### src/rtl/arb_pkg.sv
// +----------------------------------------------------------------------+
// | arb_pkg : shared constants, state type and round-robin search helper |
// | Rev 1.0                                                               |
// +----------------------------------------------------------------------+
`default_nettype none

package arb_pkg;

    localparam int N_REQ = 4;
    localparam int IDX_W = 2;

    typedef enum logic [0:0] {
        IDLE = 1'b0,
        BUSY = 1'b1
    } state_t;

    // Returns {found, index} of the first set bit at or after ptr, wrapping mod 4.
    function automatic logic [IDX_W:0] rr_find_first(
        input logic [N_REQ-1:0] bits,
        input logic [IDX_W-1:0] ptr
    );
        logic [IDX_W:0]   result;
        logic [IDX_W-1:0] idx;
        result = '0;
        for (int i = N_REQ - 1; i >= 0; i--) begin
            idx = ptr + IDX_W'(i);
            if (bits[idx]) begin
                result = {1'b1, idx};
            end
        end
        return result;
    endfunction

endpackage

`default_nettype wire

### src/rtl/onehot_enc4.sv
// +----------------------------------------------------------------------+
// | onehot_enc4 : 4-to-2 one-hot encoder, 2'b00 for any non-one-hot input |
// | Rev 1.0                                                               |
// +----------------------------------------------------------------------+
`default_nettype none

module onehot_enc4 (
    input  logic [3:0] onehot,
    output logic [1:0] idx
);

    always_comb begin
        idx = 2'd0;
        case (onehot)
            4'b0010: idx = 2'd1;
            4'b0100: idx = 2'd2;
            4'b1000: idx = 2'd3;
            default: idx = 2'd0;
        endcase
    end

endmodule

`default_nettype wire

### src/rtl/rr_arbiter.sv
// +----------------------------------------------------------------------+
// | rr_arbiter : 4-client round-robin arbiter with bounded hold time      |
// | Rev 1.0                                                               |
// +----------------------------------------------------------------------+
`default_nettype none

module rr_arbiter
    import arb_pkg::*;
#(
    parameter int MAX_HOLD = 16,
    parameter int CNT_W    = (MAX_HOLD > 0) ? $clog2(MAX_HOLD + 1) : 1
) (
    input  logic             clk,
    input  logic             rst_n,
    input  logic [N_REQ-1:0] req,
    output logic [N_REQ-1:0] gnt,
    output logic [IDX_W-1:0] gnt_idx,
    output logic             gnt_valid,
    output logic             preempt
);

    localparam logic [CNT_W-1:0] c_max_hold   = CNT_W'(MAX_HOLD);
    localparam logic [CNT_W-1:0] c_hold_one   = CNT_W'(1);
    localparam bit               c_preempt_en = (MAX_HOLD != 0);

    state_t           r_state, w_state_nxt;
    logic [IDX_W-1:0] r_ptr, w_ptr_nxt;
    logic [CNT_W-1:0] r_hold, w_hold_nxt;
    logic [N_REQ-1:0] r_gnt, w_gnt_nxt;
    logic             r_preempt, w_preempt_nxt;

    logic [N_REQ-1:0] w_others;
    logic [N_REQ-1:0] w_search;
    logic [IDX_W:0]   w_find;
    logic             w_owner_req;
    logic             w_take;

    always_ff @(posedge clk or negedge rst_n) begin
        if (!rst_n) begin
            r_state   <= IDLE;
            r_ptr     <= '0;
            r_hold    <= '0;
            r_gnt     <= '0;
            r_preempt <= 1'b0;
        end else begin
            r_state   <= w_state_nxt;
            r_ptr     <= w_ptr_nxt;
            r_hold    <= w_hold_nxt;
            r_gnt     <= w_gnt_nxt;
            r_preempt <= w_preempt_nxt;
        end
    end

    always_comb begin
        w_state_nxt   = r_state;
        w_ptr_nxt     = r_ptr;
        w_hold_nxt    = r_hold;
        w_gnt_nxt     = r_gnt;
        w_preempt_nxt = 1'b0;
        w_take        = 1'b0;
        w_others      = req & ~r_gnt;
        w_owner_req   = |(req & r_gnt);
        w_search      = req;

        case (r_state)
            IDLE: begin
                if (|req) begin
                    w_take = 1'b1;
                end
            end
            BUSY: begin
                if (!w_owner_req) begin
                    if (|req) begin
                        w_take = 1'b1;
                    end else begin
                        w_state_nxt = IDLE;
                        w_gnt_nxt   = '0;
                        w_hold_nxt  = '0;
                    end
                end else if (c_preempt_en && (r_hold == c_max_hold) && (|w_others)) begin
                    // Owner excluded from the search so the grant must rotate.
                    w_search      = w_others;
                    w_take        = 1'b1;
                    w_preempt_nxt = 1'b1;
                end else if (c_preempt_en && (r_hold != c_max_hold)) begin
                    w_hold_nxt = r_hold + c_hold_one;
                end
            end
            default: w_state_nxt = IDLE;
        endcase

        w_find = rr_find_first(w_search, r_ptr);

        if (w_take) begin
            w_state_nxt = BUSY;
            w_gnt_nxt   = N_REQ'(1) << w_find[IDX_W-1:0];
            w_ptr_nxt   = w_find[IDX_W-1:0] + IDX_W'(1);
            w_hold_nxt  = c_hold_one;
        end
    end

    onehot_enc4 u_enc (
        .onehot (r_gnt),
        .idx    (gnt_idx)
    );

    assign gnt       = r_gnt;
    assign gnt_valid = |r_gnt;
    assign preempt   = r_preempt;

endmodule

`default_nettype wire
### config.mk
export PLATFORM = sky130hd
export DESIGN_NAME = rr_arbiter
export DESIGN_NICKNAME = d
export VERILOG_FILES = /design/src/rtl/arb_pkg.sv /design/src/rtl/onehot_enc4.sv /design/src/rtl/rr_arbiter.sv
export SDC_FILE = /design/constraint.sdc
export NUM_CORES = 1
export LEC_CHECK = 0
export CAP_MARGIN = 0
export CELL_PAD_IN_SITES_DETAIL_PLACEMENT = 0
export CELL_PAD_IN_SITES_GLOBAL_PLACEMENT = 1
export CORE_ASPECT_RATIO = 0.7
export CORE_MARGIN = 2
export CORE_UTILIZATION = 40
export DETAILED_ROUTE_END_ITERATION = 7
export PLACE_DENSITY_LB_ADDON = 0.1
export SLEW_MARGIN = 20
export SYNTH_ARGS = -nofsm -noshare
export SYNTH_HDL_FRONTEND = slang
export SYNTH_SLANG_ARGS = --single-unit
### constraint.sdc
create_clock -name clk -period 3.5 [get_ports clk]
set_clock_uncertainty 0.15 [all_clocks]
set_input_delay 0.35 -clock clk [delete_from_list [all_inputs] [get_ports clk]]
set_output_delay 0.35 -clock clk [all_outputs]
set_load 0.03 [all_outputs]
==> summary.txt <==
Placement
  • Port bufs: 13
  • Routability Congestion: 0.825
  • DP Area: 1080 um2
  • Hpwl dp: 1630 um

Routing
  • Initial drt markers: 21
  • Met2 routed WL: 852 um
  • Drt via density: 5.44
  • Final WL: 2200 um
  • Drt pass-1 iters: 4
  • Post-route ant nets: 0
  • Vias: 794
  • Top sig layer: met4
  • Residual DRC: 0
  • DR WL/cell: 15.0 um
  • Post-route met1 wirelength: 1220 um
  • Met3 wire length: 111 um

Power
  • Sw Share: 46.5%
  • Pwr dens: 800 nW/um2
  • Clock share of power: 11.0%
  • Logic pwr share: 58.2%
  • Internal Dissipation: 472 uW
  • Static leakage: 0.000449 uW
  • Psw: 411 uW
  • Sequential share of power: 30.8%
  • Peak supply drop: 0.000530 V

Global routing
  • Initial antenna violation count: 0
  • Grt total ovfl: 0
  • Largest net degree at the start of global routing: 14
  • Vias in the first global route: 767
  • GRT Resource Usage Total: 19.0%
  • Global-route wire length before repair: 3680 um

Clock network
  • H-tree level count: 1
  • Worst-Skew Late Latency: 0.28 ns
  • Cts repair resizes: 0
  • Deepest clock path buffer count: 2
  • CTS Hold Bufs: 0
  • Clock Pin Slew Worst Setup and Hold Paths: 0.09 ns
  • CTS buffer count: 3
  • Root buffer cell: clkbuf_4
  • CTS tree: yes
  • Post-CTS Setup Bufs: 0
  • Clk sinks: 13

Synth
  • Post-synth EDFFs: 0
  • Mapped Avg Cell Area: 9.22 um2
  • Asr flop ratio synth: 100%
  • Number of synthesized register bits: 13
  • Synthesized area: 931 um2
  • Synth Instances: 101
  • YS warnings: 0
  • Seq/Total Area, Yosys: 34.9%
  • Yosys cell types: 39
  • Synth Flop Type: dfrtp_1
  • Syn nets: 113

Setup path
  • Critical Path RT: 3.52 ns
  • Crit end category: register
  • CP peak stage delay: 0.55 ns
  • Largest fanout on the critical path: 7
  • CP Cell Sequence: clkdlybuf4s50_1 -> nor2b_1 -> or4_4 -> nand3_1 -> a32oi_1 -> o221ai_2 -> inv_1 -> ha_1 -> mux2_2
  • Critical path arrival: 2.85 ns
  • Critical path class: primary input to register
  • Critical Path Start Type: primary input
  • CP max-delay cell: or4_4

Die
  • DIE AREA: 2740 um2
  • Core area: 2170 um2
  • # rows: 14
  • Die H: 44.4 um
  • Die X: 61.7 um
  • Initial core utilization: 42.9%
  • # IOs: 14

Job
  • Max cap viols: 0

STA
  • Final worst-path cycle share: 81.0%
  • Slew Limit Headroom: 58.2%
  • Min cycle time layout: 2.83 ns
  • TNS Setup: 0 ns
  • Final Max Slew Viols: 0
  • Measured slew at the worst slew-check pin: 0.625 ns
  • Highest clock rate: 0.353 GHz
  • RSZ-0062 raised after global routing: false
  • Final setup viols: 0
  • Final hold viol count: 0

Layout
  • Post-route cell area: 1100 um2
  • Fraction of final layout cells sized beyond drive strength 1: 13.2%
  • Final #Nets: 127
  • Antenna cells: 0
  • Syn-to-layout area delta: 18.5%
  • Most frequent cells in the layout: dfrtp_1 (13), clkdlybuf4s50_1 (13), nor2_1 (9), nand3_1 (6), ha_1 (6)
  • Post-Route Utilization: 50.8%

Worst hold path
  • Worst Hold Class: primary input to async pin

Run status
  • Status: completed
[per-layer routing]
metal,global-route usage (%),up-vias
met5,0,-
li1,-,394
met1,30.1,376
met3,5.26,2
met4,3.83,0
met2,25.5,22
[kinds of logic (layout without fill, tap and decap cells)]
family	count (synthesis)	count (layout)	synth area share, %
and+or+nand+nor	39	39	23.1
adders and majority gates	6	6	8.06
buffers and inverters	10	23	5.38
xor gates and xnor gates	4	4	3.76
muxes	2	2	2.82
AOI/OAI and AO/OA	27	27	21.9
DFF	13	13	34.9
[synthesized netlist by cell type (2+ instances only)]
library cell | instances | area [um2]
inv_1 | 5 | 18.8
nand3_1 | 6 | 30.0
nand2_1 | 5 | 18.8
a22oi_1 | 2 | 15.0
clkbuf_1 | 2 | 7.51
a21oi_1 | 3 | 15.0
a22o_1 | 3 | 26.3
ha_1 | 6 | 75.1
o21ai_0 | 5 | 25.0
nor2_1 | 9 | 33.8
a31oi_1 | 3 | 18.8
and2_1 | 3 | 18.8
xnor2_1 | 4 | 35.0
nor2b_1 | 4 | 25.0
a21boi_0 | 2 | 15.0
nor3_1 | 4 | 20.0
dfrtp_1 | 13 | 325
[final cells by class]
type | count | area, um2
clock buffer | 4 | 26.3
fill | 220 | 1070
inverter | 5 | 18.8
multi-input combinational | 78 | 556
sequential | 13 | 325
tap | 32 | 40.0
timing repair buffer | 14 | 138
[power by group through the flow]
stage	logic (uW)	registers, uW	clock network [uW]
2_1_floorplan	342	281	0
3_3_place_gp	509	272	0
3_5_place_dp	509	273	0
4_1_cts	514	270	97.9
5_1_grt	562	283	110
6_report	514	272	96.8
[worst max-delay path: cells and delay by family]
kind	cells	cell delay [ns]
muxes	1	0.26
AOI/OAI and AO/OA	2	0.42
buffers and inverters	2	0.62
adders and majority gates	1	0.28
and+or+nand+nor	3	0.91
[stage by stage]
stage,cells,power (uW),setup slack [ns],hold slack (ns)
final,146,883,0.667,0.300
after global routing,146,955,0.554,0.356
after CTS,146,882,0.694,0.328
after detailed placement,142,782,0.409,0.363
after global placement,142,781,0.415,0.360
after floorplan,101,623,0.760,-0.0956
[state kept, by name (all words and copies together), names as in the netlist]
signal / flops
r_hold: 5
r_ptr: 2
gnt: 4
r_state: 1
preempt: 1
[final timing paths]
path	from	depth (start not counted)	slack, ns	endpoint
worst max-delay path	req[2]	9	0.67	r_ptr[1]
worst min-delay path	rst_n	1	0.30	r_ptr[0]
worst max register to register	gnt[0]	8	0.79	r_ptr[1]
worst min register to register	r_hold[4]	1	0.38	r_hold[4]
max in group asynchronous	rst_n	1	2.49	r_hold[1]
min in group clk	r_hold[4]	1	0.38	r_hold[4]
(Power assumes the default switching activity.)
